--- src/rtl/rx_mac_frame_filter.sv ---
// Destination-MAC frame filter behind the RX MAC: forwards accepted frames with SOF/EOF/err, keeps stats.
// Latency: fixed 6 cycles input byte to output byte (delay line spans the dst MAC decision window).
// Backpressure: none; the MAC stream cannot be stalled, so output beats appear exactly as input arrived.
module rx_mac_frame_filter #(
   parameter int CNT_W = 16,
   parameter int DLY   = 6
) (
   input  logic             clk,
   input  logic             rst,
   input  logic [7:0]       rx_data_i,
   input  logic             rx_data_valid_i,
   input  logic             is_dst_mac_i,
   input  logic             is_src_mac_i,
   input  logic             is_ether_type_i,
   input  logic             is_payload_or_fcs_i,
   input  logic             invalid_frame_i,
   input  logic [47:0]      station_mac_i,
   input  logic             promisc_en_i,
   input  logic             bcast_en_i,
   output logic [7:0]       out_data_o,
   output logic             out_valid_o,
   output logic             out_sof_o,
   output logic             out_eof_o,
   output logic             out_err_o,
   output logic [15:0]      ether_type_o,
   output logic [CNT_W-1:0] accept_cnt_o,
   output logic [CNT_W-1:0] drop_cnt_o,
   output logic [CNT_W-1:0] runt_cnt_o
);

   // The pass decision lands exactly when dst byte 0 reaches the last stage only for a 6-deep line.
   if (DLY != 6) begin : g_dly_chk
      $error("rx_mac_frame_filter: DLY must equal the dst MAC length (6)");
   end

   typedef enum logic [1:0] {IDLE, DST, HDR, PAYLOAD} state_t;

   localparam logic [CNT_W-1:0] CNT_MAX = '1;
   localparam logic [CNT_W-1:0] CNT_ONE = {{(CNT_W-1){1'b0}}, 1'b1};

   // Delay line: data, valid and payload/FCS flag per stage; index DLY-1 is the output stage.
   logic [7:0]     dly_dat [DLY];
   logic [DLY-1:0] dly_vld;
   logic [DLY-1:0] dly_pay;

   state_t      state;
   logic [2:0]  idx;          // dst byte index of the byte currently on rx_data_i
   logic        match_uc;     // all dst bytes so far equal the station address
   logic        match_bc;     // all dst bytes so far equal 8'hFF
   logic        frame_err;    // decide-side sticky error for the frame being received
   logic [15:0] et_shadow;
   logic        et_lo_next;   // next EtherType byte goes to the low half

   // Output-side per-frame state, loaded at decision time and held until EOF drains.
   logic        out_act;      // a decided frame occupies the output side
   logic        out_pass;
   logic        out_first;
   logic        out_err_r;

   logic [2:0]  cmp_idx;
   logic [7:0]  stn_byte;
   logic        byte_uc;
   logic        byte_bc;
   logic        pass_now;
   logic        eof_raw;

   // Station address byte for the current dst index; byte 0 is compared while still in IDLE.
   always_comb begin
      stn_byte = 8'h00;
      cmp_idx  = (state == IDLE) ? 3'd0 : idx;
      case (cmp_idx)
         3'd0:    stn_byte = station_mac_i[47:40];
         3'd1:    stn_byte = station_mac_i[39:32];
         3'd2:    stn_byte = station_mac_i[31:24];
         3'd3:    stn_byte = station_mac_i[23:16];
         3'd4:    stn_byte = station_mac_i[15:8];
         3'd5:    stn_byte = station_mac_i[7:0];
         default: stn_byte = 8'h00;
      endcase
   end

   assign byte_uc  = (rx_data_i == stn_byte);
   assign byte_bc  = (rx_data_i == 8'hFF);
   assign pass_now = promisc_en_i | (match_uc & byte_uc) | (bcast_en_i & match_bc & byte_bc);

   // Frame end as seen at the output stage, whether or not the frame is forwarded.
   assign eof_raw = out_act & dly_vld[DLY-1] & ~dly_vld[DLY-2];

   assign out_valid_o = dly_vld[DLY-1] & out_pass;
   assign out_data_o  = out_valid_o ? dly_dat[DLY-1] : 8'h00;
   assign out_sof_o   = out_valid_o & out_first;
   assign out_eof_o   = out_valid_o & ~dly_vld[DLY-2];
   // A frame whose last byte never reached payload/FCS was truncated in the header.
   assign out_err_o   = out_eof_o & (out_err_r | ~dly_pay[DLY-1]);

   // Shift the byte stream through the fixed-length delay line every cycle.
   always_ff @(posedge clk or posedge rst) begin
      if (rst) begin
         for (int i = 0; i < DLY; i++) dly_dat[i] <= 8'h00;
         dly_vld <= '0;
         dly_pay <= '0;
      end else begin
         dly_dat[0] <= rx_data_i;
         for (int i = 1; i < DLY; i++) dly_dat[i] <= dly_dat[i-1];
         dly_vld <= {dly_vld[DLY-2:0], rx_data_valid_i};
         dly_pay <= {dly_pay[DLY-2:0], is_payload_or_fcs_i};
      end
   end

   // Frame FSM: dst address decision, header capture, error tracking, output framing and statistics.
   always_ff @(posedge clk or posedge rst) begin
      if (rst) begin
         state        <= IDLE;
         idx          <= 3'd0;
         match_uc     <= 1'b0;
         match_bc     <= 1'b0;
         frame_err    <= 1'b0;
         et_shadow    <= 16'h0000;
         et_lo_next   <= 1'b0;
         out_act      <= 1'b0;
         out_pass     <= 1'b0;
         out_first    <= 1'b0;
         out_err_r    <= 1'b0;
         ether_type_o <= 16'h0000;
         accept_cnt_o <= '0;
         drop_cnt_o   <= '0;
         runt_cnt_o   <= '0;
      end else begin
         out_first <= 1'b0;

         // Retire the draining frame; a new decision below cannot coincide with this.
         if (eof_raw) begin
            out_act  <= 1'b0;
            out_pass <= 1'b0;
            if (out_pass) begin
               if (accept_cnt_o != CNT_MAX) accept_cnt_o <= accept_cnt_o + CNT_ONE;
               ether_type_o <= et_shadow;
            end else begin
               if (drop_cnt_o != CNT_MAX) drop_cnt_o <= drop_cnt_o + CNT_ONE;
            end
         end

         case (state)
            IDLE: begin
               if (rx_data_valid_i && is_dst_mac_i) begin
                  idx       <= 3'd1;
                  match_uc  <= byte_uc;
                  match_bc  <= byte_bc;
                  frame_err <= invalid_frame_i;
                  out_err_r <= 1'b0;
                  state     <= DST;
               end
            end
            DST: begin
               if (!rx_data_valid_i) begin
                  if (runt_cnt_o != CNT_MAX) runt_cnt_o <= runt_cnt_o + CNT_ONE;
                  out_pass <= 1'b0;
                  state    <= IDLE;
               end else begin
                  frame_err <= frame_err | invalid_frame_i;
                  if (idx == 3'd5) begin
                     out_pass   <= pass_now;
                     out_act    <= 1'b1;
                     out_first  <= 1'b1;
                     et_lo_next <= 1'b0;
                     state      <= HDR;
                  end else begin
                     idx      <= idx + 3'd1;
                     match_uc <= match_uc & byte_uc;
                     match_bc <= match_bc & byte_bc;
                  end
               end
            end
            HDR: begin
               if (!rx_data_valid_i) begin
                  out_err_r <= 1'b1;
                  state     <= IDLE;
               end else begin
                  frame_err <= frame_err | invalid_frame_i;
                  if (is_src_mac_i) et_lo_next <= 1'b0;
                  if (is_ether_type_i) begin
                     if (et_lo_next) begin
                        et_shadow[7:0] <= rx_data_i;
                     end else begin
                        et_shadow[15:8] <= rx_data_i;
                        et_lo_next      <= 1'b1;
                     end
                  end
                  if (is_payload_or_fcs_i) state <= PAYLOAD;
               end
            end
            PAYLOAD: begin
               if (!rx_data_valid_i) begin
                  out_err_r <= frame_err | invalid_frame_i;
                  state     <= IDLE;
               end else begin
                  frame_err <= frame_err | invalid_frame_i;
               end
            end
            default: state <= IDLE;
         endcase
      end
   end

endmodule

--- config.mk ---
export PLATFORM = sky130hd
export DESIGN_NAME = rx_mac_frame_filter
export DESIGN_NICKNAME = d
export VERILOG_FILES = /design/src/rtl/rx_mac_frame_filter.sv
export SDC_FILE = /design/constraint.sdc
export NUM_CORES = 1
export LEC_CHECK = 0
export ABC_AREA = 1
export CORE_MARGIN = 4
export CORE_UTILIZATION = 50
export DETAILED_ROUTE_END_ITERATION = 10
export PLACE_DENSITY_LB_ADDON = 0.08
export SLEW_MARGIN = 20
export SYNTH_ARGS = -nofsm -noshare
export SYNTH_HDL_FRONTEND = slang
export SYNTH_SLANG_ARGS = --single-unit
--- constraint.sdc ---
create_clock -name clk -period 5.5 [get_ports clk]
set_clock_uncertainty 0.05 [all_clocks]
set_input_delay 0.825 -clock clk [delete_from_list [all_inputs] [get_ports clk]]
set_output_delay 0.825 -clock clk [all_outputs]
set_load 0.02 [all_outputs]
Word level (Yosys, flattened, before mapping)
Index checks and enable logic that the tools add are counted.

Output and inout port bits: 76. Register bits: 153. Word-level logic and storage cells: 136. Bits of input ports: 66.

Reduce and logical (&&, ||, !) cells: 18. Mux-type cells: 47. Add/subtract/negate cells: 4. Equality and inequality tests: 24. Bitwise operators: 19.

Operators with widths (count): 16-bit by 1-bit adder with 16-bit output, second input constant (3); 16-bit != test, second input constant (3); 8-bit case mux with 6 select lines (1); 1-bit two-way mux (28); 4-bit AND reduction (6); 2-bit two-way mux (6); 3-bit two-way mux (4); 2-bit != test, second input constant (6); 1-bit AND (10); 3-bit == test, second input constant (3); 3-bit AND reduction (3); 8-bit == test (1); 8-bit == test, second input constant (1); 8-bit two-way mux (1); 1-bit case mux with 2 select lines (4); 2-bit case mux with 4 select lines (1); 3-bit by 2-bit == test with 1-bit output, second input constant (2); 3-bit != test, second input constant (2); 3-bit case mux with 2 select lines (1); 1-bit NOT (5); 2-bit == test, second input constant (2); 2-bit by 1-bit != test with 1-bit output, second input constant (2); 1-bit OR (4); 2-bit AND reduction (2); other kinds (10) (11).

Longest topological paths before layout
Depth after elaboration: 11. Gate-level depth with buffers: 17.

Worst setup path after synthesis
No wires, ideal clock.

Path kind: register to register. From: register drop_cnt_o[0]. To: register drop_cnt_o[11]. Arrival: 1.833 ns. Stages on the path, launching flop included: 12. Path slack: 3.487 ns. Required time: 5.321 ns. Period minus slack after synthesis: 2.013 ns. Library setup time: 0.129 ns. Cell sequence: dfrtp_1 -> ha_1 -> nand3_1 -> nor3_1 -> nand3_1 -> nand3_2 -> or2_2 -> nor2_2 -> nand2_1 -> nor2_1 -> nand2_1 -> xnor2_1.

Cells in the longest elaborated chain, start to end: 2.

Ends and longest elaborated chain: start: declaration (RTL line 27) `output logic [CNT_W-1:0] drop_cnt_o,`; start signal: assignment (RTL line 139) `if (drop_cnt_o != CNT_MAX) drop_cnt_o <= drop_cnt_o + CNT_ONE;`; parallel branches: the longest is 2 deep, another holds 16-bit by 1-bit adder with 16-bit output.

Parallel ways; which one is timed is not known. A chain may end at the register's enable or synchronous reset.

Worst setup path in the final report
From: register dly_vld[5]. To: output port out_err_o.

Cells in the longest elaborated chain, start to end: 3.

Ends and longest elaborated chain: start: declaration (RTL line 43) `logic [DLY-1:0] dly_vld;`; start signal: assignment (RTL line 105) `dly_vld <= {dly_vld[DLY-2:0], rx_data_valid_i};`; 1-bit AND (RTL line 89) `assign out_valid_o = dly_vld[DLY-1] & out_pass;`; 1-bit AND (RTL line 92) `assign out_eof_o = out_valid_o & ~dly_vld[DLY-2];`; 1-bit AND (RTL line 94) `assign out_err_o = out_eof_o & (out_err_r | ~dly_pay[DLY-1]);`; end: declaration (RTL line 24) `output logic out_err_o,`.

No other way between the ends.

==> results.ini <==
[status]
outcome = completed

[setup_path]
critPathKind = flip-flop to output pin
path_max_fanout = 12
worstSetupEndpointType = output pin
cp_data_required_time_ns = 4.62
worst_path_largest_cell_delay_ns = 0.66
crit_chain = nand2_1, a211oi_1, clkdlybuf4s50_1
worst_path_max_delay_cell = clkdlybuf4s50_1
cp.arrival_ns = 1.94
start_kind = flip-flop

[cts]
numCtsBuffers = 17
cts_tree = built
clock-root-buffer = clkbuf_16
worst_skew_pair.late_latency_ns = 0.41
cts.sinks = 153
cts_setup_buffers = 0
hold_buffers = 0
cts_resized = 0
clockBufferDepth = 2
clk_pin_slew_ns = 0.06
h-tree-depth = 4

[detailed_routing]
via_per_inst = 4.93
drtAntennaViolNets = 0
routed_wl_um = 14100
drc = 0
drt_iter0_markers = 349
routedWlPerCell_um = 14.3
vias = 4857
drt-pass1-iter-count = 5

[synthesis]
synth_top_cell_by_area = dfrtp_1
synth_ff_type = dfrtp_1
ys_top_cells_by_count = nand2_1, dfrtp_1, inv_1, nand3_1, nor2_1
synth_top_area_share_pct = 60.6
synthArstFlopShare_pct = 100
synth_fp_nets = 725
yosysSeqAreaShare_pct = 60.6
avgSynthCellArea_um2 = 9.66
ys.warnings.count = 0
yosysUniqueCellTypes = 35
synth_edf_count = 0
synth_area_mm2 = 0.00632
netlist_instances = 654
ys_ff_latch = 153
synth_area_leaders = dfrtp_1, nand2_1, nand3_1
yosysMostFrequentCell = nand2_1

[global_route]
grt_overflow = 0
grt_pass1_vias = 5073
grt_max_degree = 118
antenna_found_initial = 0
grt_use_total_pct = 20.6
grt_pass1_wl_um = 24100

[sta]
drv_slew = 0
rsz0062_at_grt = no
fmax_mhz = 356
hold_violations = 0
relSlewSlack_pct = 34.9
finalCritPeriodShare_pct = 51.1
layout_setup_ws_ns = 2.69
setup_violations = 0
fin_crit_ns = 2.81
tns_ns = 0
worstMarginPinSlew_ns = 0.975

[power]
power_switching_mw = 1.19
internal_power_mw = 2.41
clkPwrFrac_pct = 30.6
share_seq_of_total_power_pct = 40.9
power_frac_comb_pct = 28.5
powerDensity_mw_per_mm2 = 424
ir_drop_uv = 217
p_sw_share_pct = 33.1
power.total_mw = 3.60
leakage_nw = 4.00

[floorplanning]
die_area_mm2 = 0.0145
fp.dieW_um = 120
coreArea_mm2 = 0.0122
ios = 142
start_util_pct = 51.7
fp-row-count = 40
die_y_um = 120

[cells_and_area]
area_growth_pct = 34.3
utilization_pct = 69.5
regArea_mm2 = 0.00383
n_antenna_cell = 0
multi_input_area_mm2 = 0.00215
nets = 878
fill_cells = 962
drive_above_1_share_pct = 7.21
fin_area_mm2 = 0.00849

[placement]
place_congestion = 0.900
hpwlAfterDp_um = 10200
post-place-ws_ns = 2.84
io_buffers = 141
place_area_mm2 = 0.00792

[flow_run]
cap_violations = 0

[worst_hold_path]
hold_path_class = flip-flop to flip-flop

[area by class of cell]
| type | instances | share of cell area (%) |
|---|---|---|
| multi-input combinational | 414 | 25.3 |
| inverter | 77 | 3.47 |
| tap | 168 | 2.48 |
| clock buffer | 18 | 5.18 |
| sequential | 153 | 45.1 |
| clock inverter | 12 | 1.52 |
| timing repair buffer | 144 | 16.9 |
[cells in the final DEF, fill, tap and decap left out, types with 2 or more instances in the layout]
master             n
nor2_1            52
nand4_1            8
ha_1               5
dfrtp_1          153
nand2_2            3
inv_2              5
buf_4              3
nand3_1           55
inv_1             71
nor3_2             3
a21oi_1            5
o21ai_0           39
xnor2_1           22
nor3_1             6
clkdlybuf4s50_1  141
nor2_4             4
nand3b_1           7
clkinvlp_4         6
xor2_1            22
nand2_1          161
clkbuf_16         17
clkinv_2           3
nor2_2             6
nor4_1             3
bufinv_16          2
[path summary, 6_finish.rpt]
path / startpoint / end / slack [ns] / cells past startpoint
max: dly_vld[5]$_DFF_PP0_ / out_err_o / 2.69 / 3
min: dly_dat[10]$_DFF_PP0_ / dly_dat[2]$_DFF_PP0_ / 0.29 / 0
max reg2reg: dly_vld[4]$_DFF_PP0_ / accept_cnt_o[15]$_DFFE_PP0P_ / 3.12 / 9
min reg2reg: dly_dat[10]$_DFF_PP0_ / dly_dat[2]$_DFF_PP0_ / 0.29 / 0
max in group asynchronous: rst / et_shadow[12]$_DFFE_PP0P_ / 3.38 / 3
min in group asynchronous: rst / runt_cnt_o[11]$_DFFE_PP0P_ / 0.97 / 2
[logic make-up after synthesis]
kind of cell | share of synthesized area (%)
flops | 60.6
fa+ha+maj | 0.990
compound gates | 4.83
buf+inv | 5.37
simple gates | 22.1
xor+xnor | 6.10
[worst max-delay path, delay by kind of cell, from the launching register on]
kind	cells	cell delay, ns
buf+inv	1	0.66
flops	1	0.35
compound gates	1	0.28
simple gates	1	0.24
[power groups by stage]
stage | combinational (mW) | clock, mW | sequential, mW
6_report | 1.03 | 1.10 | 1.47
5_1_grt | 1.16 | 1.18 | 1.49
4_1_cts | 1.04 | 1.13 | 1.47
3_5_place_dp | 1.03 | 0 | 1.49
3_3_place_gp | 1.00 | 0 | 1.48
2_1_floorplan | 0.534 | 0 | 1.56
[stage by stage]
step | std cells | hold WS (ns)
4_1_cts | 986 | 0.296
2_1_floorplan | 654 | 0.281
3_5_place_dp | 956 | 0.285
6_report | 986 | 0.292
5_1_grt | 986 | 0.301
3_3_place_gp | 956 | 0.282
[flip-flops by register name, indices dropped and copies added, names as in the netlist, 2 cells and up]
signal and flops:
accept_cnt_o 16, idx 3, dly_dat 48, state 2
et_shadow 16, drop_cnt_o 16, dly_vld 6, ether_type_o 16
dly_pay 6, runt_cnt_o 16
[layer usage]
layer / track usage (%) / share of wire [%] / vias to the layer above
met1: 26.1 / 43 / 2284
met3: 6.83 / 7.1 / 28
met5: 0 / 0 / -
met4: 6.23 / 1.7 / 0
li1: - / - / 2372
met2: 33.9 / 48 / 173
(Power assumes the default switching activity.)
